[config.mk]
export PLATFORM = sky130hd
export DESIGN_NAME = sdram_dump_core_flat
export DESIGN_NICKNAME = d
export VERILOG_FILES = /design/src/rtl/sdram_dump_core_if.sv /design/src/rtl/sdram_dump_core.sv /design/src/flat_wrapper.sv
export SDC_FILE = /design/constraint.sdc
export NUM_CORES = 1
export LEC_CHECK = 0
export CAP_MARGIN = 15
export CORE_AREA = 2 2 126 128
export DETAILED_ROUTE_END_ITERATION = 10
export DIE_AREA = 0 0 128 130
export PLACE_DENSITY = 0.78
export SYNTH_ARGS = -nofsm -noshare
export SYNTH_HDL_FRONTEND = slang
export SYNTH_SLANG_ARGS = --single-unit
[constraint.sdc]
create_clock -name avm_clk -period 6 [get_ports avm_clk]
set_clock_uncertainty 0.15 [all_clocks]
set_input_delay 0.9 -clock avm_clk [delete_from_list [all_inputs] [get_ports avm_clk]]
set_output_delay 0.9 -clock avm_clk [all_outputs]
set_load 0.01 [all_outputs]
[src/rtl/sdram_dump_core_if.sv]
// sdram_dump_core_if
// Bundles the two buses the dump core drives: the Avalon-MM master port
// toward the UART register slave, and the dedicated read port toward the
// SDRAM arbiter.
//   master modport : the dump core (drives requests, receives responses)
//   slave  modport : the UART slave / SDRAM arbiter side
// Signals:
//   avm_address[4:0], avm_read, avm_write, avm_writedata[31:0]  core -> UART
//   avm_readdata[31:0], avm_waitrequest                         UART -> core
//   dumpdata_addr[22:0], dumpdata_read                           core -> SDRAM
//   dumpdata_readdata[31:0], dumpdata_sdram_finished             SDRAM -> core
interface sdram_dump_core_if;
    logic [4:0]  avm_address;
    logic        avm_read;
    logic [31:0] avm_readdata;
    logic        avm_write;
    logic [31:0] avm_writedata;
    logic        avm_waitrequest;
    logic [22:0] dumpdata_addr;
    logic        dumpdata_read;
    logic [31:0] dumpdata_readdata;
    logic        dumpdata_sdram_finished;

    modport master (
        output avm_address, avm_read, avm_write, avm_writedata,
        output dumpdata_addr, dumpdata_read,
        input  avm_readdata, avm_waitrequest,
        input  dumpdata_readdata, dumpdata_sdram_finished
    );

    modport slave (
        input  avm_address, avm_read, avm_write, avm_writedata,
        input  dumpdata_addr, dumpdata_read,
        output avm_readdata, avm_waitrequest,
        output dumpdata_readdata, dumpdata_sdram_finished
    );
endinterface

[src/rtl/sdram_dump_core.sv]
// sdram_dump_core
// Streams a region of SDRAM out through the UART in the loader's framing:
// 4-byte start address, 4-byte word count, then N 32-bit words, every field
// sent MSB first. Each byte is sent by polling the UART status register
// until the TX holding register is free, then writing the TX data register.
// Ports:
//   avm_clk, avm_rst    clock; asynchronous active-high reset
//   start               one-cycle request, honoured only when idle
//   start_addr[22:0]    first SDRAM word address, latched on start
//   word_count[31:0]    number of data words, latched on start
//   busy                high while a frame is in progress
//   done                one-cycle pulse after the last byte is accepted
//   bus                 UART Avalon master + SDRAM read port (master modport)
// All outputs are registered: the combinational process computes the value
// every output register takes at the next edge.
module sdram_dump_core #(
    parameter int RX_BASE     = 0,
    parameter int TX_BASE     = 4,
    parameter int STATUS_BASE = 8,
    parameter int TX_OK_BIT   = 6
) (
    input  logic              avm_clk,
    input  logic              avm_rst,
    input  logic              start,
    input  logic [22:0]       start_addr,
    input  logic [31:0]       word_count,
    output logic              busy,
    output logic              done,
    sdram_dump_core_if.master bus
);
    localparam logic [4:0] TX_ADDR     = 5'(TX_BASE);
    localparam logic [4:0] STATUS_ADDR = 5'(STATUS_BASE);

    // The RX register is never touched, but it must not alias the two
    // registers this core does use.
    generate
        if (RX_BASE == TX_BASE || RX_BASE == STATUS_BASE || TX_BASE == STATUS_BASE) begin : g_addr_clash
            $error("sdram_dump_core: UART register addresses must be distinct");
        end
    endgenerate

    typedef enum logic [2:0] {S_IDLE, S_QUERY_TX, S_WRITE, S_FETCH, S_FINISH} state_t;
    typedef enum logic [1:0] {PH_ADDR, PH_COUNT, PH_DATA} phase_t;

    state_t      state, state_n;
    phase_t      phase, phase_n;
    logic [1:0]  byte_cnt, byte_cnt_n;
    logic [31:0] shift_r, shift_n;
    logic [22:0] addr_r, addr_n;
    logic [31:0] remaining, remaining_n;
    logic        busy_n, done_n;
    logic [4:0]  avm_address_n;
    logic        avm_read_n, avm_write_n;
    logic [31:0] avm_writedata_n;
    logic [22:0] dd_addr_n;
    logic        dd_read_n;

    logic poll_ok, wr_ack;
    assign poll_ok = bus.avm_read && !bus.avm_waitrequest && bus.avm_readdata[TX_OK_BIT];
    assign wr_ack  = bus.avm_write && !bus.avm_waitrequest;

    always_ff @(posedge avm_clk or posedge avm_rst) begin
        if (avm_rst) begin
            state             <= S_IDLE;
            phase             <= PH_ADDR;
            byte_cnt          <= '0;
            shift_r           <= '0;
            addr_r            <= '0;
            remaining         <= '0;
            busy              <= 1'b0;
            done              <= 1'b0;
            bus.avm_address   <= STATUS_ADDR;
            bus.avm_read      <= 1'b0;
            bus.avm_write     <= 1'b0;
            bus.avm_writedata <= '0;
            bus.dumpdata_addr <= '0;
            bus.dumpdata_read <= 1'b0;
        end else begin
            state             <= state_n;
            phase             <= phase_n;
            byte_cnt          <= byte_cnt_n;
            shift_r           <= shift_n;
            addr_r            <= addr_n;
            remaining         <= remaining_n;
            busy              <= busy_n;
            done              <= done_n;
            bus.avm_address   <= avm_address_n;
            bus.avm_read      <= avm_read_n;
            bus.avm_write     <= avm_write_n;
            bus.avm_writedata <= avm_writedata_n;
            bus.dumpdata_addr <= dd_addr_n;
            bus.dumpdata_read <= dd_read_n;
        end
    end

    always_comb begin
        state_n         = state;
        phase_n         = phase;
        byte_cnt_n      = byte_cnt;
        shift_n         = shift_r;
        addr_n          = addr_r;
        remaining_n     = remaining;
        busy_n          = busy;
        done_n          = 1'b0;
        avm_address_n   = bus.avm_address;
        avm_read_n      = bus.avm_read;
        avm_write_n     = bus.avm_write;
        avm_writedata_n = bus.avm_writedata;
        dd_addr_n       = bus.dumpdata_addr;
        dd_read_n       = bus.dumpdata_read;

        case (state)
            S_IDLE: begin
                if (start) begin
                    addr_n        = start_addr;
                    remaining_n   = word_count;
                    shift_n       = {9'b0, start_addr};
                    phase_n       = PH_ADDR;
                    byte_cnt_n    = '0;
                    busy_n        = 1'b1;
                    avm_read_n    = 1'b1;
                    avm_address_n = STATUS_ADDR;
                    state_n       = S_QUERY_TX;
                end
            end

            S_QUERY_TX: begin
                // A completed poll without TX_OK simply repeats.
                if (poll_ok) begin
                    avm_read_n      = 1'b0;
                    avm_write_n     = 1'b1;
                    avm_address_n   = TX_ADDR;
                    avm_writedata_n = {24'b0, shift_r[31:24]};
                    state_n         = S_WRITE;
                end
            end

            S_WRITE: begin
                if (wr_ack) begin
                    avm_write_n   = 1'b0;
                    avm_address_n = STATUS_ADDR;
                    shift_n       = shift_r << 8;
                    byte_cnt_n    = byte_cnt + 2'd1;
                    if (byte_cnt == 2'd3) begin
                        byte_cnt_n = '0;
                        if (phase == PH_ADDR) begin
                            // The count field is held in remaining until now.
                            shift_n    = remaining;
                            phase_n    = PH_COUNT;
                            avm_read_n = 1'b1;
                            state_n    = S_QUERY_TX;
                        end else if (remaining != 32'd0) begin
                            dd_read_n = 1'b1;
                            dd_addr_n = addr_r;
                            state_n   = S_FETCH;
                        end else begin
                            busy_n  = 1'b0;
                            done_n  = 1'b1;
                            state_n = S_FINISH;
                        end
                    end else begin
                        avm_read_n = 1'b1;
                        state_n    = S_QUERY_TX;
                    end
                end
            end

            S_FETCH: begin
                if (bus.dumpdata_sdram_finished) begin
                    shift_n       = bus.dumpdata_readdata;
                    addr_n        = addr_r + 23'd1;
                    remaining_n   = remaining - 32'd1;
                    phase_n       = PH_DATA;
                    dd_read_n     = 1'b0;
                    avm_read_n    = 1'b1;
                    avm_address_n = STATUS_ADDR;
                    state_n       = S_QUERY_TX;
                end
            end

            S_FINISH: begin
                state_n = S_IDLE;
            end

            default: begin
                state_n = S_IDLE;
            end
        endcase
    end
endmodule

[src/flat_wrapper.sv]
// flat-port wrapper written by rule: the top's interface ports become plain ports
module sdram_dump_core_flat 
#(
    parameter int RX_BASE     = 0,
    parameter int TX_BASE     = 4,
    parameter int STATUS_BASE = 8,
    parameter int TX_OK_BIT   = 6
)
  (avm_clk, avm_rst, start, start_addr, word_count, busy, done, bus_avm_address, bus_avm_read, bus_avm_write, bus_avm_writedata, bus_dumpdata_addr, bus_dumpdata_read, bus_avm_readdata, bus_avm_waitrequest, bus_dumpdata_readdata, bus_dumpdata_sdram_finished);
  sdram_dump_core_if bus_i ();
  input  logic avm_clk;
  input  logic avm_rst;
  input  logic start;
  input  logic [22:0] start_addr;
  input  logic [31:0] word_count;
  output logic busy;
  output logic done;
  output wire logic [$bits(bus_i.avm_address)-1:0] bus_avm_address;
  output wire logic [$bits(bus_i.avm_read)-1:0] bus_avm_read;
  output wire logic [$bits(bus_i.avm_write)-1:0] bus_avm_write;
  output wire logic [$bits(bus_i.avm_writedata)-1:0] bus_avm_writedata;
  output wire logic [$bits(bus_i.dumpdata_addr)-1:0] bus_dumpdata_addr;
  output wire logic [$bits(bus_i.dumpdata_read)-1:0] bus_dumpdata_read;
  input wire logic [$bits(bus_i.avm_readdata)-1:0] bus_avm_readdata;
  input wire logic [$bits(bus_i.avm_waitrequest)-1:0] bus_avm_waitrequest;
  input wire logic [$bits(bus_i.dumpdata_readdata)-1:0] bus_dumpdata_readdata;
  input wire logic [$bits(bus_i.dumpdata_sdram_finished)-1:0] bus_dumpdata_sdram_finished;
  assign bus_avm_address = bus_i.avm_address;
  assign bus_avm_read = bus_i.avm_read;
  assign bus_avm_write = bus_i.avm_write;
  assign bus_avm_writedata = bus_i.avm_writedata;
  assign bus_dumpdata_addr = bus_i.dumpdata_addr;
  assign bus_dumpdata_read = bus_i.dumpdata_read;
  assign bus_i.avm_readdata = bus_avm_readdata;
  assign bus_i.avm_waitrequest = bus_avm_waitrequest;
  assign bus_i.dumpdata_readdata = bus_dumpdata_readdata;
  assign bus_i.dumpdata_sdram_finished = bus_dumpdata_sdram_finished;
  sdram_dump_core #(.RX_BASE(RX_BASE), .TX_BASE(TX_BASE), .STATUS_BASE(STATUS_BASE), .TX_OK_BIT(TX_OK_BIT)) u_core (.avm_clk(avm_clk), .avm_rst(avm_rst), .start(start), .start_addr(start_addr), .word_count(word_count), .busy(busy), .done(done), .bus(bus_i));
endmodule
# ---- Word level (Yosys, flattened, before mapping)
# Cells that the tools add are included.
dict set report totals {
  regBits 135
}
dict set report classes {
  add_sub_neg 3
  n_eq_ne 14
  muxes 60
  n_bitwise 1
  reduce_logical 25
}
# cell n
set op_table {}
lappend op_table {{$mux W32} 7}
lappend op_table {{$pmux W32 S3} 1}
lappend op_table {{$pmux W32 S2} 1}
lappend op_table {{$mux W23} 2}
lappend op_table {{$pmux W23 S2} 1}
lappend op_table {{$reduce_bool A32 Y1} 1}
lappend op_table {{$sub A32 B1 Y32 const B} 1}
lappend op_table {{$reduce_and A6 Y1} 4}
lappend op_table {{$add A23 B1 Y23 const B} 1}
lappend op_table {{$mux W1} 22}
lappend op_table {{$mux W3} 7}
lappend op_table {{$mux W5} 4}
lappend op_table {{$pmux W5 S4} 1}
lappend op_table {{$mux W2} 7}
lappend op_table {{$pmux W3 S4} 1}
lappend op_table {{$ne A2 B1 Y1 const B} 5}
lappend op_table {{$reduce_and A5 Y1} 2}
lappend op_table {{$reduce_and A3 Y1} 3}
lappend op_table {{$ne A2 B2 Y1 const B} 4}
lappend op_table {{$reduce_and A4 Y1} 2}
lappend op_table {{$reduce_bool A2 Y1} 4}
lappend op_table {{$eq A3 B2 Y1 const B} 2}
lappend op_table {{$pmux W1 S2} 3}
lappend op_table {{$pmux W2 S3} 1}
lappend op_table {{other kinds (14)} 16}

# ---- Logic depth before layout (Yosys ltp)
dict set report depth {
  word_depth 6
  depth_mapped 8
  depth_no_buf 7
}

# ---- Least setup slack after synthesis
# No wires, ideal clock.
dict set report synth_timing {
  path_kind {input port to flip-flop}
  from {input port bus_avm_waitrequest}
  to {register u_core.bus.avm_writedata[0]}
  arrival_time_ns 2.302
  t_required_ns 5.725
  slack_ns 3.423
  cell_stages 5
  n_path_buf 2
  path_cell_list {nand3b_1 -> or4b_2 -> clkbuf_1 -> clkbuf_1 -> mux2_2}
}
dict set report synth_via {
  elab_chain_len 4
}
# element line
set synth_rtl {}
lappend synth_rtl {{start: declaration} flat_wrapper.sv:25} ;# input wire logic [$bits(bus_i.avm_waitrequest)-1:0] bus_avm_waitrequest;
lappend synth_rtl {{$logic_not A1 Y1} sdram_dump_core.sv:59} ;# assign poll_ok = bus.avm_read && !bus.avm_waitrequest && bus.avm_readdata[TX_OK_BIT];
lappend synth_rtl {{$logic_and A1 B1 Y1 (2 in a row)} sdram_dump_core.sv:59}
lappend synth_rtl {{$reduce_and A2 Y1 (no source line)} --}
lappend synth_rtl {{end signal: assignment} sdram_dump_core.sv:90} ;# bus.avm_writedata <= avm_writedata_n;
lappend synth_rtl {{end: declaration} sdram_dump_core_if.sv:25} ;# output avm_address, avm_read, avm_write, avm_writedata,
# No other way between the ends.
# A chain may end at the register's enable or synchronous reset.

# ---- Worst setup path after layout
dict set report layout_timing {
  from {register u_core.state[1]}
  to {register u_core.bus.dumpdata_addr[10]}
}
dict set report layout_via {
  elab_chain_len 2
}
# element line
set layout_rtl {}
lappend layout_rtl {{start: declaration} sdram_dump_core.sv:45} ;# state_t state, state_n;
lappend layout_rtl {{start signal: assignment} sdram_dump_core.sv:79} ;# state <= state_n;
lappend layout_rtl {{$eq A3 B2 Y1} sdram_dump_core.sv:112} ;# case (state)
lappend layout_rtl {{$reduce_and A5 Y1 (no source line)} --}
lappend layout_rtl {{end signal: assignment} sdram_dump_core.sv:91} ;# bus.dumpdata_addr <= dd_addr_n;
lappend layout_rtl {{end: declaration} sdram_dump_core_if.sv:26} ;# output dumpdata_addr, dumpdata_read,
# No other way between the ends.

==> impl_metrics.ini <==
[run_status]
status = finished clean

[clock_tree]
cts_buffers = 17
cts_resized = 0
cts_tree = yes
cts_buffer_depth = 2
clk_latency_ns = 0.42
root_buffer = clkbuf_16
clkTransAtPathRegs_ns = 0.06
cts_sinks = 132
post_cts_buffers = 0
cts_max_level = 4
holdBufCountCts = 0

[floorplan]
die_x_um = 128
design.core.area_um2 = 15400
fp-row-count = 46
pin_count = 189
die_area_um2 = 16600
die_height_um = 130
start_util_pct = 48.4

[synthesis]
synth_area_leaders = dfrtp_1 (44%), a21oi_1 (5.6%), mux2_2 (5.4%)
avgSynthCellArea_um2 = 9.14
yosysWarnings = 0
synthesis.area_um2 = 7470
synth_edf_count = 0
synth-seq-cells = 132
synth.top_cell.area_share_pct = 43.9
synth.distinct_cells = 64
yosysSeqAreaShare_pct = 44.2
synth_ff_type = dfrtp_1
syn_inst = 817
async_flop_share_pct = 100
yosysTopAreaCell = dfrtp_1

[final_layout]
syn_to_final_growth_pct = 25.6
n_antenna_cell = 0
final_common_cell = dfrtp_1
fillCellCount = 1312
final_cell_area_um2 = 9380
layout-drive-gt1-share_pct = 11.1
final_nets = 1044
layout_common_cells = dfrtp_1 (131), clkdlybuf4s50_1 (130), nand2_1 (97)
final_cell_count_no_fill = 1121

[sta]
rsz0062_at_grt = false
setup_viol = 0
fin_tns_setup_ns = 0
fmax_ghz = 0.269
drv_slew = 0
period_share_pct = 62.0
slew_headroom_pct = 20.4
max_slew.worst_pin.slew_ns = 1.19
hold_violations = 0
period_minus_slack_ns = 3.72

[routing]
route.detailed.drc = 0
vias = 6774
ant_nets = 0
wl_per_cell_um = 18.8
routed_wl_um = 21100
viasPerCell = 6.04
drt_first_pass_iters = 6
drt_iter0_drc = 854

[critical_path]
worstPathMaxFanout = 17
critPathKind = register to register
required_ns = 6.16
cp-start-kind = register
crit_path_end_kind = register
arrival_ns = 3.88

[global_routing]
met2_usage_pct = 40.1
gr-total-overflow = 0
grtUsageMet1_pct = 35.9
grt_pass1_wl_um = 33100
met3_usage_pct = 4.84
first_global_vias = 6217
antenna_found_initial = 0
top_usage_layer = met2
track_usage_pct = 25.6
grt_max_degree = 117

[job]
max-cap-violations = 0

[pwr]
seqPwrFrac_pct = 37.4
cellPowerDensity_nw_per_um2 = 469
comb_power_share_pct = 37.6
leakagePower_nw = 3.78
switching_share_pct = 39.5
internal_power_mw = 2.66
p_clk_share_pct = 25.1
ir_drop_mv = 0.222
power.switching_mw = 1.74

[placed_design]
dpl.cell_count = 1089
hpwl_um = 14500
portBuffers = 130
place.gp.congestion = 0.947
dpl_cell_area_um2 = 8750

[hold_path]
hold_class = register to register
-- flip-flops by register name, indices dropped and copies added (netlist names) --
name                      flops
u_core.shift_r               32
u_core.remaining             32
u_core.byte_cnt               2
u_core.phase                  2
u_core.bus.avm_read           1
u_core.bus.dumpdata_read      1
u_core.bus.avm_writedata      8
u_core.addr_r                23
u_core.busy                   1
u_core.bus.avm_write          1
u_core.bus.dumpdata_addr     23
u_core.done                   1
u_core.state                  3
u_core.bus.avm_address        2
-- worst paths after layout --
check | from | endpoint | slack (ns) | cells past startpoint
max | u_core.state[1] | u_core.bus.dumpdata_addr[10] | 2.28 | 5
min | u_core.shift_r[7] | u_core.shift_r[7] | 0.33 | 2
max reg2reg | u_core.state[1] | u_core.bus.dumpdata_addr[10] | 2.28 | 5
min reg2reg | u_core.shift_r[7] | u_core.shift_r[7] | 0.33 | 2
max in group asynchronous | avm_rst | u_core.bus.avm_writedata[1] | 3.94 | 3
min in group asynchronous | avm_rst | u_core.remaining[0] | 0.73 | 2
-- synthesized netlist by cell type (3+ instances only) --
| library cell | n |
|---|---|
| nand2_1 | 97 |
| a21oi_1 | 83 |
| o211ai_1 | 6 |
| o22ai_1 | 13 |
| buf_2 | 12 |
| nand2b_1 | 7 |
| nor2_1 | 55 |
| nand4_1 | 15 |
| mux2_4 | 10 |
| clkbuf_1 | 40 |
| or3_1 | 4 |
| nand4b_1 | 3 |
| a22oi_1 | 3 |
| mux2i_1 | 14 |
| o21ai_0 | 66 |
| mux2_2 | 36 |
| a31oi_1 | 14 |
| and2_1 | 3 |
| nand3b_1 | 13 |
| a222oi_1 | 15 |
| and4_1 | 3 |
| o21a_1 | 5 |
| ha_1 | 4 |
| nor4_1 | 18 |
| inv_1 | 10 |
| o22a_1 | 10 |
| a2bb2oi_1 | 13 |
| nand3_1 | 28 |
| buf_1 | 5 |
| buf_4 | 28 |
| nor3_1 | 10 |
| dfrtp_1 | 131 |
-- cell type report --
cell class	instances	area (um^2)	share of cell area [%]
multi-input cells	613	3780	40.3
flip-flops and latches	132	3300	35.2
repair buffers	142	1390	14.8
clock buffers	22	474	5.05
well taps	192	240	2.56
clock inverters	10	153	1.63
inverters	10	40.0	0.427
-- worst max-delay path, stage by stage (launching register included) --
cell,delay (ns)
dfrtp_1,0.63
nor3b_2,1.03
nand2b_1,0.42
nor2_1,0.27
o21a_1,0.69
mux2_2,0.41
-- logic make-up (layout without fill, tap and decap cells) --
group	after synthesis	in the layout	share of synthesized area, %
fa+ha+maj	4	4	0.670
simple gates	273	273	18.3
flops	132	132	44.2
buf+inv	98	184	6.75
other cells	1	27	0.0502
mux	60	60	9.31
compound gates	249	249	20.7
-- layer usage --
layer  wire length (um)  vias up
met4                427        0
met5                  0        -
met2               9770      337
met3               1650       26
met1               9230     3240
li1                   -     3171
-- power by group through the flow --
stage / registers (mW) / clock network [mW] / logic (mW)
after CTS: 1.62 / 1.11 / 1.64
after global routing: 1.69 / 1.16 / 1.83
after floorplan: 1.51 / 0 / 1.24
final: 1.65 / 1.10 / 1.65
after global placement: 1.62 / 0 / 1.60
after detailed placement: 1.63 / 0 / 1.63
-- per-stage QoR --
step | worst slack (ns) | hold slack [ns] | utilization, % | total power, mW
finish | 2.28 | 0.327 | 60.8 | 4.40
detailed placement | 2.14 | 0.315 | 56.8 | 3.26
global route | 2.13 | 0.340 | 60.8 | 4.68
CTS | 2.38 | 0.328 | 60.8 | 4.38
global placement | 2.16 | 0.310 | 56.8 | 3.22
floorplan | 1.43 | 0.296 | - | 2.75
Power figures use the tool's default switching activity.
